File: config.mk
export PLATFORM = sky130hd
export DESIGN_NAME = pipe_skid_stage
export DESIGN_NICKNAME = d
export VERILOG_FILES = /design/src/rtl/pipe_skid_stage.sv
export SDC_FILE = /design/constraint.sdc
export NUM_CORES = 1
export LEC_CHECK = 0
export BUFFER_PORTS_ARGS = -buffer_cell sky130_fd_sc_hd__buf_2
export CORE_UTILIZATION = 57
export DETAILED_ROUTE_END_ITERATION = 10
export PLACE_DENSITY = 0.86
export SETUP_SLACK_MARGIN = 0.05
export SLEW_MARGIN = 20
export SYNTH_ARGS = -nofsm -noshare
export SYNTH_HDL_FRONTEND = slang
export SYNTH_SLANG_ARGS = --single-unit
File: constraint.sdc
create_clock -name clk -period 4.7 [get_ports clk]
set_clock_uncertainty 0.1 [all_clocks]
set_input_delay 0.47 -clock clk [delete_from_list [all_inputs] [get_ports clk]]
set_output_delay 0.47 -clock clk [all_outputs]
set_load 0.01 [all_outputs]
File: src/rtl/pipe_skid_stage.sv
// Pipeline stage register with a valid/ready handshake and a two-entry skid buffer.
// in_ready decodes registered state only, so it has no combinational path from
// out_ready. The stage also counts downstream stall cycles.
module pipe_skid_stage #(
  parameter int unsigned DATA_W = 128,
  parameter int unsigned CTRL_W = 4,
  parameter int unsigned CNT_W  = 16
) (
  input  logic              clk,
  input  logic              rst,
  input  logic              flush,
  input  logic              in_valid,
  output logic              in_ready,
  input  logic [DATA_W-1:0] in_data,
  input  logic [CTRL_W-1:0] in_ctrl,
  output logic              out_valid,
  input  logic              out_ready,
  output logic [DATA_W-1:0] out_data,
  output logic [CTRL_W-1:0] out_ctrl,
  output logic [1:0]        occupancy,
  output logic [CNT_W-1:0]  stall_cnt
);

  typedef enum logic [1:0] {
    EMPTY = 2'd0,
    ONE   = 2'd1,
    TWO   = 2'd2
  } state_t;

  state_t            state_q, state_d;
  logic [DATA_W-1:0] main_data_q, main_data_d;
  logic [CTRL_W-1:0] main_ctrl_q, main_ctrl_d;
  logic [DATA_W-1:0] skid_data_q, skid_data_d;
  logic [CTRL_W-1:0] skid_ctrl_q, skid_ctrl_d;
  logic [CNT_W-1:0]  stall_cnt_q;
  logic              accept;
  logic              fire;

  assign in_ready  = rst & (state_q != TWO);
  assign out_valid = (state_q != EMPTY);
  assign accept    = in_valid & in_ready;
  assign fire      = out_valid & out_ready;
  assign occupancy = state_q;
  assign out_data  = main_data_q;
  assign out_ctrl  = out_valid ? main_ctrl_q : '0;
  assign stall_cnt = stall_cnt_q;

  // Next-state and storage update: flush overrides the handshake.
  always_comb begin
    state_d     = state_q;
    main_data_d = main_data_q;
    main_ctrl_d = main_ctrl_q;
    skid_data_d = skid_data_q;
    skid_ctrl_d = skid_ctrl_q;
    if (flush) begin
      state_d     = EMPTY;
      main_data_d = '0;
      main_ctrl_d = '0;
      skid_data_d = '0;
      skid_ctrl_d = '0;
    end else begin
      unique case (state_q)
        EMPTY: begin
          if (accept) begin
            state_d     = ONE;
            main_data_d = in_data;
            main_ctrl_d = in_ctrl;
          end
        end
        ONE: begin
          if (fire && accept) begin
            main_data_d = in_data;
            main_ctrl_d = in_ctrl;
          end else if (fire) begin
            state_d = EMPTY;
          end else if (accept) begin
            state_d     = TWO;
            skid_data_d = in_data;
            skid_ctrl_d = in_ctrl;
          end
        end
        TWO: begin
          if (fire) begin
            state_d     = ONE;
            main_data_d = skid_data_q;
            main_ctrl_d = skid_ctrl_q;
          end
        end
        default: state_d = EMPTY;
      endcase
    end
  end

  // State and storage registers with synchronous active-low reset.
  always_ff @(posedge clk) begin
    if (!rst) begin
      state_q     <= EMPTY;
      main_data_q <= '0;
      main_ctrl_q <= '0;
      skid_data_q <= '0;
      skid_ctrl_q <= '0;
    end else begin
      state_q     <= state_d;
      main_data_q <= main_data_d;
      main_ctrl_q <= main_ctrl_d;
      skid_data_q <= skid_data_d;
      skid_ctrl_q <= skid_ctrl_d;
    end
  end

  // Saturating stall counter; only reset clears it, flush leaves it alone.
  always_ff @(posedge clk) begin
    if (!rst) begin
      stall_cnt_q <= '0;
    end else if (out_valid && !out_ready && (stall_cnt_q != '1)) begin
      stall_cnt_q <= stall_cnt_q + {{(CNT_W-1){1'b0}}, 1'b1};
    end
  end

endmodule

# Word level (Yosys, flattened, before mapping)

Index checks and enable logic that the tools add are counted.

Reduce and logical (&&, ||, !) cells: 11
Equal/unequal tests: 9
Bitwise logic cells: 6
$add $sub $neg: 1
Multiplexer cells: 15

Operators with widths:

| cell                    | count |
|---|---|
| $mux W128               | 3 |
| $pmux W128 S3           | 1 |
| $add A16 B1 Y16 const B | 1 |
| $mux W4                 | 4 |
| $ne A16 B16 Y1 const B  | 1 |
| $pmux W4 S3             | 1 |
| $reduce_and A4 Y1       | 3 |
| $mux W2                 | 5 |
| $ne A2 B2 Y1 const B    | 5 |
| $pmux W2 S3             | 1 |
| $and A1 B1 Y1           | 3 |
| $logic_and A1 B1 Y1     | 3 |
| $ne A3 B3 Y1 const B    | 1 |
| $not A1 Y1              | 3 |
| $reduce_bool A3 Y1      | 1 |
| $eq A2 B1 Y1 const B    | 1 |
| $eq A2 B2 Y1 const B    | 1 |
| $logic_not A2 Y1        | 1 |
| $reduce_bool A2 Y1      | 1 |
| $reduce_or A2 Y1        | 1 |
| $logic_not A1 Y1        | 1 |

Bits in registers: 282
Input bits: 137

# Logic depth before layout (Yosys ltp)

Word-level depth: 7
Mapped depth: 7

# Least setup slack after synthesis

Ideal clock, no wire load.

Path kind: input to register
Start point: in rst
End point: reg main_data_q[11] (netlist: out_data[11])
Path slack: 2.668 ns
Data required time: 4.514 ns
Stages on the path: 7
Library setup time: 0.086 ns
Arrival: 1.846 ns
Path buffers: 3
Cells stage by stage: clkbuf_1 nand2_1 o32ai_1 clkbuf_1 clkbuf_1 nor2_1 a211oi_1

Word-level cells in the longest chain between the ends: 5
Elaborated cells on any way between the ends: 8

Ends and longest elaborated chain:

| item                        | line | text |
|---|---|---|
| start: declaration          | 10   | `input logic rst,` |
| $and A1 B1 Y1               | 39   | `assign in_ready = rst & (state_q != TWO);` |
| $and A1 B1 Y1               | 41   | `assign accept = in_valid & in_ready;` |
| $logic_and A1 B1 Y1         | 71   | `if (fire && accept) begin` |
| $ne A2 B2 Y1 (no line)      | -    |  |
| $reduce_and A4 Y1 (no line) | -    |  |
| end signal: assignment      | 104  | `main_data_q <= main_data_d;` |
| end: declaration            | 31   | `logic [DATA_W-1:0] main_data_q, main_data_d;` |

Parallel ways exist; a longest one is shown, timed or not.
A chain may end at the register's enable or synchronous reset.

# Worst setup path after layout

Start point: reg state_q[1] (netlist: occupancy[1])
End point: reg main_data_q[60] (netlist: out_data[60])

Word-level cells in the longest chain between the ends: 6
Elaborated cells on any way between the ends: 15

Ends and longest elaborated chain:

| item                        | line | text |
|---|---|---|
| start: declaration          | 30   | `state_t state_q, state_d;` |
| start signal: assignment    | 103  | `state_q <= state_d;` |
| $ne A2 B2 Y1                | 39   |  |
| $and A1 B1 Y1               | 39   |  |
| $and A1 B1 Y1               | 41   |  |
| $logic_and A1 B1 Y1         | 71   |  |
| $ne A2 B2 Y1 (no line)      | -    |  |
| $reduce_and A4 Y1 (no line) | -    |  |

Parallel ways exist; a longest one is shown, timed or not.

==> out/qor.csv <==
stage;metric;value;unit
yosys;leading area contributor after synthesis;dfxtp_1;
power_and_ir_drop;Switching Share;0.230;
yosys;Syn Std Cell Area;11100;sq um
routing;Final ANT Viol Nets;0;
clock_tree;post-cts resize count;0;
critical_path;highest cell delay on the worst timing path;0.61;ns
die;num ports;289;
power_and_ir_drop;clock group share of total power;0.422;
placement;Inst Count DP;1728;
clock_tree;Clock Tree Root;clkbuf_16;
final_layout;Layout Nets;1637;
critical_path;worst reg2reg endpoint;out_data[60]$_SDFFE_PP0P_;
grt;vias in the first global route;8870;
yosys;ys async rst share;0;
critical_path;launching element type of the critical path;flip-flop;
grt;met3 global-route usage;0.0560;
yosys;Avg Inst Size Synth;8.73;sq um
power_and_ir_drop;Comb pwr share;0.076;
min_path;hold wc startpoint;out_ready;
power_and_ir_drop;PD cells;364;nW/um^2
grt;largest net degree at the start of global routing;231;
clock_tree;CTS tree;yes;
yosys;Post-Synthesis Cells;1277;
clock_tree;clock-pin slew on the worst setup and hold paths;0.06;ns
die;Die X;142;microns
yosys;area share of the largest cell type after synthesis;0.506;
die;cell row count;50;
yosys;Primary FF master, synth;dfxtp_1;
die;Initial Utilization;0.588;
clock_tree;# hold bufs at CTS;0;
yosys;Yosys cell types;36;
final_layout;Multi-input gate area;5100;sq um
critical_path;FF-to-FF setup slack;1.70;ns
grt;GRT busiest layer;met2;
timing;worst slew pin tran;1.07;ns
timing;Fin Hold WS;0.0744;ns
yosys;synth cell count leaders;dfxtp_1, nand2_1, a21oi_1;
routing;Avg WL per Cell;15.3;microns
routing;vias;9713;
timing;RSZ-0062 raised after global routing;no;
power_and_ir_drop;Lkg Pwr;6.12;nW
die;Die H;142;microns
final_layout;FF+latch area;5650;sq um
timing;Total Negative Setup Slacks;0;ns
yosys;Area contributors post-synth;dfxtp_1, mux2i_1, nand2_1;
grt;Total GRT Usage;0.260;
clock_tree;maximum root-to-sink buffer count;3;
timing;period utilization;0.639;
clock_tree;CTS Buf Count;29;
power_and_ir_drop;Flop pwr share;0.502;
critical_path;Buf/Inv on CP;1;
critical_path;Data arrival, critical path;3.31;ns
min_path;hold endpoint;occupancy[1]$_SDFFE_PP0P_;
critical_path;R2R cell count;5;
die;die area;20100;sq um
grt;first-pass GRT wire length;43.1;mm
critical_path;Critical-path top delay cell;buf_12;
outcome;status;finished, final reports clean;
critical_path;WP data required;5.01;ns
yosys;Syn Nets;1415;
grt;M2 GR Usage;0.434;
yosys;register area share after synthesis;0.506;
timing;Final setup viols;0;
yosys;YS warnings;0;
power_and_ir_drop;Pwr Total;4.90;mW
critical_path;crit path cell chain;nand2b_4 > o32ai_4 > buf_12 > nor2_1 > a211oi_1;
final_layout;share of layout cells above drive strength 1;0.227;
critical_path;Crit path depth;5;
final_layout;Area growth syn-to-layout;21.0;%
timing;Fin. Hold Viols;0;
routing;TritonRoute pass-1 iters;7;
routing;initial drt markers;490;
yosys;count leader, synth;dfxtp_1;
routing;Vias/cell;5.46;
clock_tree;clock sinks;282;
critical_path;CP Capture Type;flip-flop;
power_and_ir_drop;sw power;1.13;mW
routing;Routed WL;27.2;mm
placement;DP Wirelength;17.2;mm
routing;DRC viols;0;
timing;Period minus WS final;3.00;ns
power_and_ir_drop;P_int;3.77;mW
clock_tree;H-tree lvl count;1;
timing;Max Clk Rate;0.333;GHz
min_path;Worst Hold Class;in -> reg;
timing;fin. max-slew vios;0;
critical_path;CP top delay family;compound AO/OA/AOI/OAI gates;
final_layout;Final Instance Count excl. Fillers;1780;
clock_tree;Clock Latency Late Sink;0.53;ns
critical_path;CP Max Fanout;230;
job;max-cap violation count;0;
placement;routability congestion estimate;0.790;
min_path;worst hold path cell count;2;
grt;met1 Track Usage GR;0.322;
yosys;Yosys reg bits;282;
placement;port bufs;288;
timing;Relative slew margins;0.286;
power_and_ir_drop;worst vdd ir;0.265;mV
final_layout;fillers;1460;
die;core area;19000;sq um
clock_tree;# Post-CTS Setup Buffers;0;
yosys;Post-synth EDFFs;0;
critical_path;Reg-to-Reg Start;occupancy[1]$_SDFFE_PP0P_;
grt;GR Overflow Total;0;
grt;antenna violations before repair;5;
final_layout;Final Util;0.711;
critical_path;WS Path Type;reg -> reg;
per-stage QoR:
stage	area, sq um	setup WS [ns]
2_1_floorplan	11100	2.67
3_3_place_gp	12600	1.95
3_5_place_dp	12600	1.83
4_1_cts	13500	1.81
5_1_grt	13500	1.60
6_report	13500	1.70
placed cells by master (no fill, tap or decap), drive strengths merged, types with 2 or more instances in the layout:
cell type	netlist	final
buf	36	297
dfxtp	282	282
nand2	271	271
a21oi	142	142
nor2	139	139
mux2i	135	135
a211oi	134	134
clkbuf	70	44
nor2b	6	6
o21ai	6	6
inv	5	6
nand3	6	6
or4	6	6
nand4	5	5
diode	0	4
o31ai	4	4
or3	4	4
nand2b	4	4
nor4	3	3
nor3	3	3
a31oi	2	2
clkinv	0	2
and3	2	2
o41ai	2	2
worst max path at each step:
| stage | startpoint | to |
|---|---|---|
| finish | occupancy[1]$_SDFFE_PP0P_ | out_data[60]$_SDFFE_PP0P_ |
| global route | occupancy[1]$_SDFFE_PP0P_ | out_data[60]$_SDFFE_PP0P_ |
| CTS | occupancy[1]$_SDFFE_PP0P_ | out_data[60]$_SDFFE_PP0P_ |
| detailed placement | out_ready | skid_data_q[59]$_SDFFE_PP0P_ |
| global placement | out_ready | skid_data_q[52]$_SDFFE_PP0P_ |
| floorplan | rst | out_data[11]$_SDFFE_PP0P_ |
layer usage:
layer  vias to the layer above  routed length, microns
met5                         -                      17
met4                         2                     973
met3                        66                    1590
met2                       305                   13200
met1                      4469                   11400
li1                       4871                       -
logic make-up (layout without fill, tap and decap cells):
kind of cell               after synthesis  after routing  share of synthesized area
and+or+nand+nor                        452            452                      0.163
AOI/OAI and AO/OA                      295            295                      0.167
DFF                                    282            282                      0.506
muxes                                  135            135                      0.121
buffers and inverters                  111            350                     0.0405
adders and majority gates                1              1                    0.00112
xor gates and xnor gates                 1              1                   0.000786
other                                    0              4                          0
power groups by stage:
stage | Combinational (mW) | Sequential (mW) | Clock, mW
after floorplan | 0.193 | 2.53 | 0
after global placement | 0.362 | 2.51 | 0
after detailed placement | 0.369 | 2.51 | 0
after CTS | 0.373 | 2.46 | 2.11
after global routing | 0.411 | 2.47 | 2.21
final | 0.372 | 2.46 | 2.07
registers in the layout (all words and copies together), names as in the netlist:
register and cells:
out_data 128, skid_data_q 128, occupancy 2, skid_ctrl_q 4, stall_cnt 16, main_ctrl_q 4
area by class of cell:
class / instances / area share
sequential: 282 / 0.419
multi-input combinational: 884 / 0.378
timing repair buffer: 297 / 0.114
clock buffer: 44 / 0.0610
tap: 260 / 0.0241
clock inverter: 4 / 0.00195
inverter: 5 / 0.00139
antenna: 4 / 0.000742
Note: power is estimated with default switching activity, not from simulation.
